--- config.mk ---
export PLATFORM = sky130hd
export DESIGN_NAME = if_stage
export DESIGN_NICKNAME = d
export VERILOG_FILES = /design/src/rtl/if_stage.sv
export SDC_FILE = /design/constraint.sdc
export NUM_CORES = 1
export LEC_CHECK = 0
export CAP_MARGIN = 40
export CORE_ASPECT_RATIO = 2
export CORE_UTILIZATION = 42
export DETAILED_ROUTE_END_ITERATION = 10
export GPL_TIMING_DRIVEN = 0
export PLACE_DENSITY_LB_ADDON = 0.12
export SLEW_MARGIN = 10
export SYNTH_ARGS = -nofsm -noshare
export SYNTH_HDL_FRONTEND = slang
export SYNTH_SLANG_ARGS = --single-unit
--- constraint.sdc ---
create_clock -name clk -period 2.55 [get_ports clk]
set_input_delay 0.3825 -clock clk [delete_from_list [all_inputs] [get_ports clk]]
set_output_delay 0.3825 -clock clk [all_outputs]
set_load 0.05 [all_outputs]
--- src/rtl/if_stage.sv ---
// Instruction-fetch stage: PC register, next-PC selection (sequential, BGT, J, JR) and the
// IF/ID pipeline register with stall hold, flush bubbles and a saturating redirect counter.
module if_stage #(
  parameter logic [31:0] RESET_PC  = 32'h0000_0000,
  parameter logic [31:0] NOP_INSTR = 32'h0000_0000,
  parameter int unsigned CNT_W     = 16
) (
  input  logic             clk,
  input  logic             reset,
  input  logic             stall,
  input  logic             if_flush,
  input  logic             jump,
  input  logic [25:0]      jump_index,
  input  logic             branch_taken,
  input  logic [31:0]      branch_offset,
  input  logic             jr,
  input  logic [31:0]      jr_target,
  output logic [31:0]      imem_addr,
  input  logic [31:0]      imem_data,
  output logic [31:0]      instr_id,
  output logic [31:0]      pc_plus4_id,
  output logic             valid_id,
  output logic [CNT_W-1:0] redirect_count
);

  logic [31:0]      pc_q, pc_d;
  logic [31:0]      instr_q, instr_d;
  logic [31:0]      pc_plus4_q, pc_plus4_d;
  logic             valid_q, valid_d;
  logic [CNT_W-1:0] cnt_q, cnt_d;

  logic [31:0] pc_plus4;
  logic [31:0] br_tgt;
  logic [31:0] j_tgt;
  logic        redirect;
  logic [31:0] redirect_tgt;

  assign pc_plus4 = pc_q + 32'd4;
  assign br_tgt   = pc_plus4_q + {branch_offset[29:0], 2'b00};
  assign j_tgt    = {pc_plus4_q[31:28], jump_index, 2'b00};

  // Redirects only count when ID holds a real instruction; bubbles never redirect.
  assign redirect = valid_q & (jr | jump | branch_taken);

  always_comb begin
    redirect_tgt = br_tgt;
    if (jr) begin
      redirect_tgt = jr_target;
    end else if (jump) begin
      redirect_tgt = j_tgt;
    end
  end

  always_comb begin
    pc_d       = pc_q;
    instr_d    = instr_q;
    pc_plus4_d = pc_plus4_q;
    valid_d    = valid_q;
    cnt_d      = cnt_q;
    // Stall overrides flush and redirects: ID operands are not yet valid.
    if (!stall) begin
      pc_d       = redirect ? redirect_tgt : pc_plus4;
      pc_plus4_d = pc_plus4;
      if (if_flush || redirect) begin
        instr_d = NOP_INSTR;
        valid_d = 1'b0;
      end else begin
        instr_d = imem_data;
        valid_d = 1'b1;
      end
      if (redirect && (cnt_q != {CNT_W{1'b1}})) begin
        cnt_d = cnt_q + 1'b1;
      end
    end
  end

  always_ff @(posedge clk) begin
    if (reset) begin
      pc_q       <= RESET_PC;
      instr_q    <= NOP_INSTR;
      pc_plus4_q <= 32'd0;
      valid_q    <= 1'b0;
      cnt_q      <= '0;
    end else begin
      pc_q       <= pc_d;
      instr_q    <= instr_d;
      pc_plus4_q <= pc_plus4_d;
      valid_q    <= valid_d;
      cnt_q      <= cnt_d;
    end
  end

  assign imem_addr      = pc_q;
  assign instr_id       = instr_q;
  assign pc_plus4_id    = pc_plus4_q;
  assign valid_id       = valid_q;
  assign redirect_count = cnt_q;

endmodule

======== After elaboration in Yosys (flattened, before gate mapping) ========
Index checks and enable logic that the tools add are counted.
W data, S select, Z words.
word-level totals
  flip-flop bits (word level) ............. 113
  input port bits ......................... 129
  output and inout bits ................... 113
cells by class
  add/subtract/negate cells ............... 3
  eq/ne operators ......................... 1
  muxes and demuxes ....................... 5
  bitwise gates (word level) .............. 4
  reduce and logical (&&, ||, !) cells .... 3
operators with widths
  operator                 count
  $mux W32                 4
  $add A32 B3 Y32 const B  1
  $add A32 B32 Y32         1
  $add A16 B1 Y16 const B  1
  $ne A16 B16 Y1 const B   1
  $or A1 B1 Y1             2
  $reduce_and A2 Y1        1
  $and A1 B1 Y1            1
  $logic_and A1 B1 Y1      1
  $logic_or A1 B1 Y1       1
  $mux W1                  1
  $not A1 Y1               1

======== Logic depth before layout (Yosys ltp) ========
Gate-level depths: netlist of the first run.
  word-level depth ........................ 5
  mapped depth ............................ 11
  mapped depth without buffers ............ 11

======== Worst setup path before layout of the first run ========
Ideal clock, no wire load.
  path type ............................... reg2reg
  start point ............................. reg pc_plus4_q[10], in the netlist pc_plus4_id[10]
  end point ............................... reg pc_q[31], in the netlist imem_addr[31]
  setup time .............................. 0.079 ns
  arrival ................................. 2.964 ns
  required time ........................... 2.471 ns
  slack ................................... -0.493 ns
  stages on the path, launching flop included .. 11
  clock period less this slack ............ 3.043 ns
  path through ............................ dfxtp_1 > ha_1 > a211o_1 > o211ai_1 > and3_4 > a211o_1 > a2111oi_2 > o311a_2 > o21a_1 > or4_1 > o211ai_1
on the way
  cells in the longest elaborated chain, start to end .. 4
RTL lines
  element                   line  text
  start: declaration        28    logic [31:0] pc_plus4_q, pc_plus4_d;
  start signal: assignment  87    pc_plus4_q <= pc_plus4_d;
  $add A32 B32 Y32          39    assign br_tgt = pc_plus4_q + {branch_offset[29:0], 2'b00};
  $mux W32                  49    end else if (jump) begin
  $mux W32                  47    if (jr) begin
  $mux W32                  62    pc_d = redirect ? redirect_tgt : pc_plus4;
  end signal: assignment    85    pc_q <= pc_d;
  end: declaration          26    logic [31:0] pc_q, pc_d;
No other way between the ends.
A chain may end at the register's enable or synchronous reset.

======== Worst setup path in the final report of the first run ========
Same ends and word-level chain as after synthesis.

==> results of run 1 <==
-- worst max-delay path: cells and delay by family (launching register included) --
family / cells / cell delay [ns]
compound gates: 5 / 1.33
flops: 1 / 0.35
fa+ha+maj: 1 / 0.28
simple gates: 4 / 0.80
-- layout make-up --
type | count | area share (%)
flip-flops and latches | 113 | 20.9
clock inverters | 5 | 0.471
inverters | 17 | 0.572
repair buffers | 266 | 23.2
diodes | 2 | 0.0448
well taps | 207 | 2.32
multi-input cells | 751 | 45.9
clock buffers | 25 | 4.63
plain buffers | 57 | 2.07
-- layer usage --
layer  global-route usage, %  routed length, um  vias to the layer above
met4                    24.8               2030                        0
li1                        -                  -                     3969
met3                    6.50               2100                      134
met1                    33.7              10400                     4066
met2                    62.7              16100                      464
met5                       0                  0                        -
-- power groups by stage --
stage | Combinational (W) | Clock, W | Sequential (W)
6_report | 0.00112 | 0.00236 | 0.00187
5_1_grt | 0.00117 | 0.00244 | 0.00187
4_1_cts | 0.00108 | 0.00236 | 0.00186
3_5_place_dp | 0.00102 | 0 | 0.00190
3_3_place_gp | 0.00102 | 0 | 0.00190
2_1_floorplan | 0.000393 | 0 | 0.00205
-- worst max-delay path by stage --
stage                    end  cells past startpoint             start
2_1_floorplan  imem_addr[31]                     10   pc_plus4_id[10]
3_3_place_gp   imem_addr[25]                     11  branch_offset[1]
3_5_place_dp   imem_addr[25]                     11  branch_offset[1]
4_1_cts        imem_addr[31]                     10    pc_plus4_id[3]
5_1_grt        imem_addr[31]                     10   pc_plus4_id[10]
6_report       imem_addr[31]                     10   pc_plus4_id[10]
-- cell usage in the layout (no fill, tap or decap), types with 9 or more instances in the layout --
cell type and n:
o211ai_1 17, or3_1 13, ha_4 13, dfxtp_1 79, a21o_1 18, xor2_1 20, a31oi_1 9, a211oi_1 9
clkbuf_16 18, o21ai_1 13, inv_1 17, o21ai_0 30, dfxtp_4 9, nand2_1 59, clkbuf_1 48, nand2b_1 10
buf_4 29, and3_1 17, nor2_1 162, a21oi_2 10, dfxtp_2 25, clkdlybuf4s50_1 228, nor3_1 14, nand3_1 23
xnor2_1 35, a21oi_1 85, ha_1 17, dlygate4sd2_1 9, a22oi_1 33
-- logic make-up (layout without fill, tap and decap cells) --
logic type / count (synthesis) / after routing / synth area share, %
DFF: 113 / 113 / 31.7
adders and majority gates: 32 / 32 / 5.72
xor gates and xnor gates: 57 / 57 / 7.01
AOI/OAI and AO/OA: 301 / 301 / 27.2
and+or+nand+nor: 352 / 352 / 22.8
buffers and inverters: 76 / 370 / 4.16
muxes: 9 / 9 / 1.28
other: 0 / 2 / 0
-- registers in the layout, summed over array words and instances, names as in the netlist --
name and count:
pc_plus4_id 32, redirect_count 16, valid_id 1, instr_id 32, imem_addr 32
-- stage by stage --
step / total power, W / setup TNS, ns / setup slack, ns / instances
floorplan: 0.00245 / -0.0898 / -0.0858 / 940
global placement: 0.00292 / -28.09 / -1.07 / 1384
detailed placement: 0.00292 / -23.29 / -1.05 / 1385
CTS: 0.00530 / -1.16 / -0.256 / 1439
global route: 0.00548 / -2.30 / -0.333 / 1442
finish: 0.00534 / -1.34 / -0.291 / 1443
-- what timing repair did --
item,4_1_cts,5_1_grt
resized for setup,61,42
pin swaps,41,34
buffers inserted,24,6
endpoints found under the setup margin,27,33
==> results.json, run 1 <==
{
  "status": "complete, but fails checks",
  "violations": "negative setup slack",
  "hold_path_class": "reg2reg",
  "grt_max_degree": 17,
  "drc": 0,
  "hold_depth": 2,
  "nFillCells": 1476,
  "r2r-end": "imem_addr[31]",
  "yosys.area.top_type_share_pct": 31.7,
  "holdWs_ns": 0.503,
  "cts_buffers": 17,
  "synth.most_common_cell": "nor2_1",
  "grt_pass1_vias": 8281,
  "grt_pass1_wl_um": 44600,
  "reg2reg_depth": 10,
  "endpoint_kind": "register",
  "intPower_w": 0.00376,
  "cp_slowest_stage_delay_ns": 0.41,
  "seq_power_share_pct": 35.0,
  "vias_per_cell": 5.98,
  "areaGrowthSynthToFinish_pct": 56.6,
  "syn-num-nets": 1101,
  "yosys.area.top_type": "dfxtp_1",
  "relSlewSlack_pct": 37.7,
  "worstPathArrival_ns": 3.19,
  "leakagePower_nw": 4.16,
  "die_h_um": 186,
  "place_area_sq_mm": 0.00991,
  "tightest_slew_ns": 0.930,
  "core_sq_mm": 0.0167,
  "p_sw_share_pct": 29.6,
  "overflow": 0,
  "fin_skew_ns": 0.00740,
  "ys_seq_area_share_pct": 31.7,
  "ios": 242,
  "synthCells": 940,
  "layout_setup_ws_ns": -0.291,
  "synth_edf_count": 0,
  "clockBufferDepth": 2,
  "wire_per_inst_um": 21.2,
  "rsz0062_at_grt": "yes",
  "port_buffers": 237,
  "fin_area_sq_mm": 0.0112,
  "firstDrtPassIters": 5,
  "antenna_found_initial": 1,
  "place.gp.congestion": 1.00,
  "power_frac_clock_pct": 44.2,
  "multi_input_area_sq_mm": 0.00512,
  "p_switching_w": 0.00158,
  "vias": 8633,
  "required_ns": 2.90,
  "nets": 1384,
  "htree_levels": 4,
  "postCtsHoldBufs": 0,
  "syn_avg_cell_area_sq_um": 7.58,
  "synth_common_cells": "167 x nor2_1, 113 x dfxtp_1, 97 x a21oi_1",
  "die_w_um": 94.1,
  "yosysWarnings": 0,
  "regToRegStartpoint": "pc_plus4_id[10]",
  "initial_utilization_pct": 42.7,
  "final_util_pct": 66.9,
  "combPwrFrac_pct": 20.9,
  "clkSlewWorstSetupHoldPaths_ns": 0.06,
  "period_minus_slack_ns": 2.84,
  "hpwl_um": 22700,
  "synth_area_sq_mm": 0.00713,
  "seqCellArea_sq_mm": 0.00233,
  "grt_usage_pct": 34.3,
  "drv_cap": 0,
  "fp.dieArea_sq_mm": 0.0175,
  "fmax_mhz": 352,
  "netlist-cell-type-count": 71,
  "p_per_area_mw_per_mm2": 479,
  "report.final.slew_viol_count": 0,
  "hold_viol_final": 0,
  "synth_seq_cells": 113,
  "fin_crit_sh_pct": 111,
  "setup.worst_path.class": "reg2reg",
  "worst_path_max_delay_cell": "or4_1",
  "cts_tree": "built",
  "r2r_slack_ns": -0.29,
  "setup_viol": 11,
  "drive_above_1_share_pct": 14.2,
  "wirelength_um": 30600,
  "crit_chain": "ha_4 -> and4_4 -> nand3_2 -> a21o_4 -> a211o_4 -> a2111oi_4 -> o311a_4 -> nor3_4 -> or4_1 -> o211ai_1",
  "num_rows": 67,
  "ant_nets": 0,
  "insertion_delay_ns": 0.43,
  "synth-async-reset-ratio_pct": 0,
  "drtIter0Drc": 561,
  "hold_end": "pc_plus4_id[19]",
  "cts_sinks": 113,
  "ys.flop_type": "dfxtp_1",
  "cp-start-kind": "register",
  "synth_area_leaders": "dfxtp_1 32%, nor2_1 8.8%, a21oi_1 6.8%",
  "ctsRootBufferMaster": "clkbuf_16",
  "vdd.ir_drop.worst_mv": 0.530,
  "cp_max_fo": 4,
  "hold_start": "pc_plus4_id[19]"
}
(Power assumes the default switching activity.)
==> run 2, diff against run 1 <==
==> constraint.sdc (replaced) <==
create_clock -name clk -period 2.4 [get_ports clk]
set_input_delay 0.36 -clock clk [delete_from_list [all_inputs] [get_ports clk]]
set_output_delay 0.36 -clock clk [all_outputs]
set_load 0.05 [all_outputs]
==> results.json, run 2 (synthesized netlist as in run 1, its figures left out) <==
{
  "grt_use_met1_pct": 32.7,
  "drive_above_1_share_pct": 15.9,
  "drtIter0Drc": 668,
  "crit_buf_inv": 0,
  "wire_per_inst_um": 20.9,
  "worstSetupPathDepth": 10,
  "cp_slowest_stage_delay_ns": 0.63,
  "place_area_sq_mm": 0.00997,
  "vias": 8624,
  "rsz0062_at_grt": "yes",
  "drc": 0,
  "required_ns": 2.67,
  "cts_tree": "built",
  "hold_depth": 2,
  "fin_crit_sh_pct": 122,
  "ant_nets": 0,
  "core_sq_mm": 0.0167,
  "insertedDiodeCount": 0,
  "status": "complete, but fails checks",
  "r2r-end": "imem_addr[25]",
  "reg2reg_depth": 10,
  "hpwl_um": 22200,
  "globalRouteMet3Util_pct": 6.63,
  "clockBufferDepth": 2,
  "cp-start-kind": "register",
  "worst_path_max_delay_cell": "a222oi_1",
  "vias_per_cell": 5.95,
  "fmax_mhz": 342,
  "initial_utilization_pct": 42.7,
  "report.final.slew_viol_count": 0,
  "clkSlewWorstSetupHoldPaths_ns": 0.06,
  "setup.worst_path.class": "reg2reg",
  "cp_max_fo": 4,
  "p_switching_w": 0.00172,
  "busiest_layer": "met2",
  "grt_usage_pct": 33.8,
  "regToRegStartpoint": "pc_plus4_id[12]",
  "worstPathArrival_ns": 3.20,
  "crit_chain": "ha_4 -> and4_4 -> nand3_1 -> a21o_4 -> a211oi_4 -> o311a_4 -> o21ai_2 -> xnor2_1 -> a222oi_1 -> o221ai_1",
  "seq_power_share_pct": 33.6,
  "mostFrequentLayoutCells": "229 x clkdlybuf4s50_1, 162 x nor2_1, 85 x a21oi_1",
  "nets": 1390,
  "combPwrFrac_pct": 20.1,
  "use_met2_pct": 62.5,
  "areaGrowthSynthToFinish_pct": 58.5,
  "fin_skew_ns": 0.00880,
  "vdd.ir_drop.worst_mv": 0.642,
  "htree_levels": 4,
  "die_w_um": 94.1,
  "drv_cap": 0,
  "layout_setup_ws_ns": -0.523,
  "cts_buffers": 17,
  "cts_sinks": 113,
  "die_h_um": 186,
  "relSlewSlack_pct": 39.0,
  "worstSetupEndpoint": "imem_addr[25]",
  "postCtsHoldBufs": 0,
  "violations": "negative setup slack",
  "fin_area_sq_mm": 0.0113,
  "r2r_slack_ns": -0.52,
  "firstDrtPassIters": 8,
  "leakagePower_nw": 4.22,
  "post-place-ws_ns": -1.22,
  "period_minus_slack_ns": 2.92,
  "ctsRootBufferMaster": "clkbuf_16",
  "setup-tns-final_ns": -5.22,
  "p_per_area_mw_per_mm2": 521,
  "worst_path_dominant_cell_family": "compound AO/OA/AOI/OAI gates",
  "setup_viol": 20,
  "ios": 242,
  "hold_path_class": "reg2reg",
  "final_util_pct": 67.7,
  "grt_max_degree": 17,
  "num_rows": 67,
  "antenna_found_initial": 0,
  "tightest_slew_ns": 0.911,
  "wirelength_um": 30300,
  "nFillCells": 1439,
  "hold_viol_final": 0,
  "overflow": 0,
  "crit_start": "pc_plus4_id[12]",
  "final_common_cell": "clkdlybuf4s50_1",
  "insertion_delay_ns": 0.42,
  "port_buffers": 237,
  "endpoint_kind": "register",
  "intPower_w": 0.00417,
  "power_frac_clock_pct": 46.2,
  "grt_pass1_wl_um": 44200,
  "place.gp.congestion": 0.960,
  "grt_pass1_vias": 8380,
  "p_sw_share_pct": 29.1,
  "fp.dieArea_sq_mm": 0.0175
}
[run 2: power groups by stage]
stage	combinational, W	clock (W)	sequential [W]
after detailed placement	0.00109	0	0.00202
after CTS	0.00113	0.00274	0.00198
after floorplan	0.000422	0	0.00218
final	0.00118	0.00272	0.00198
after global placement	0.00108	0	0.00202
after global routing	0.00124	0.00282	0.00199
[run 2: per-stage QoR]
| step | instances | total power, W | hold WS [ns] |
|---|---|---|---|
| after global placement | 1384 | 0.00310 | 0.478 |
| after CTS | 1439 | 0.00585 | 0.504 |
| final | 1449 | 0.00589 | 0.504 |
| after global routing | 1449 | 0.00605 | 0.531 |
| after detailed placement | 1384 | 0.00311 | 0.489 |
| after floorplan | 940 | 0.00260 | 0.485 |
[run 2: worst min path at each step]
stage                          startpoint         endpoint  slack [ns]
after CTS                 pc_plus4_id[17]  pc_plus4_id[17]        0.50
after global routing         imem_addr[5]     imem_addr[5]        0.53
after floorplan              imem_addr[0]   pc_plus4_id[0]        0.49
final                        imem_addr[5]     imem_addr[5]        0.50
after global placement    pc_plus4_id[17]  pc_plus4_id[17]        0.48
after detailed placement     imem_addr[5]     imem_addr[5]        0.49
[run 2: per-layer routing]
metal | vias to the layer above | routed length [um]
li1 | 3996 | -
met1 | 4003 | 10100
met4 | 0 | 2030
met3 | 127 | 2330
met5 | - | 0
met2 | 498 | 15800
[run 2: timing repair]
| item | 4_1_cts | 5_1_grt |
|---|---|---|
| setup buffers | 23 | 13 |
| pin swaps | 44 | 44 |
| resized for setup | 65 | 42 |
| endpoints found under the setup margin | 43 | 33 |
[run 2: layout make-up]
type,count,area (sq um),share of cell area (%)
clock inverter,11,149,1.32
timing repair buffer,272,2650,23.5
buffer,57,234,2.07
multi-input combinational,751,5110,45.2
tap,207,259,2.29
clock buffer,21,482,4.27
inverter,17,63.8,0.565
sequential,113,2340,20.8
[run 2: tightest hold or removal path: cells and delay by family, from the launching register on]
kind	cells	cell delay, ns
simple gates	1	0.06
compound gates	1	0.05
flops	1	0.35
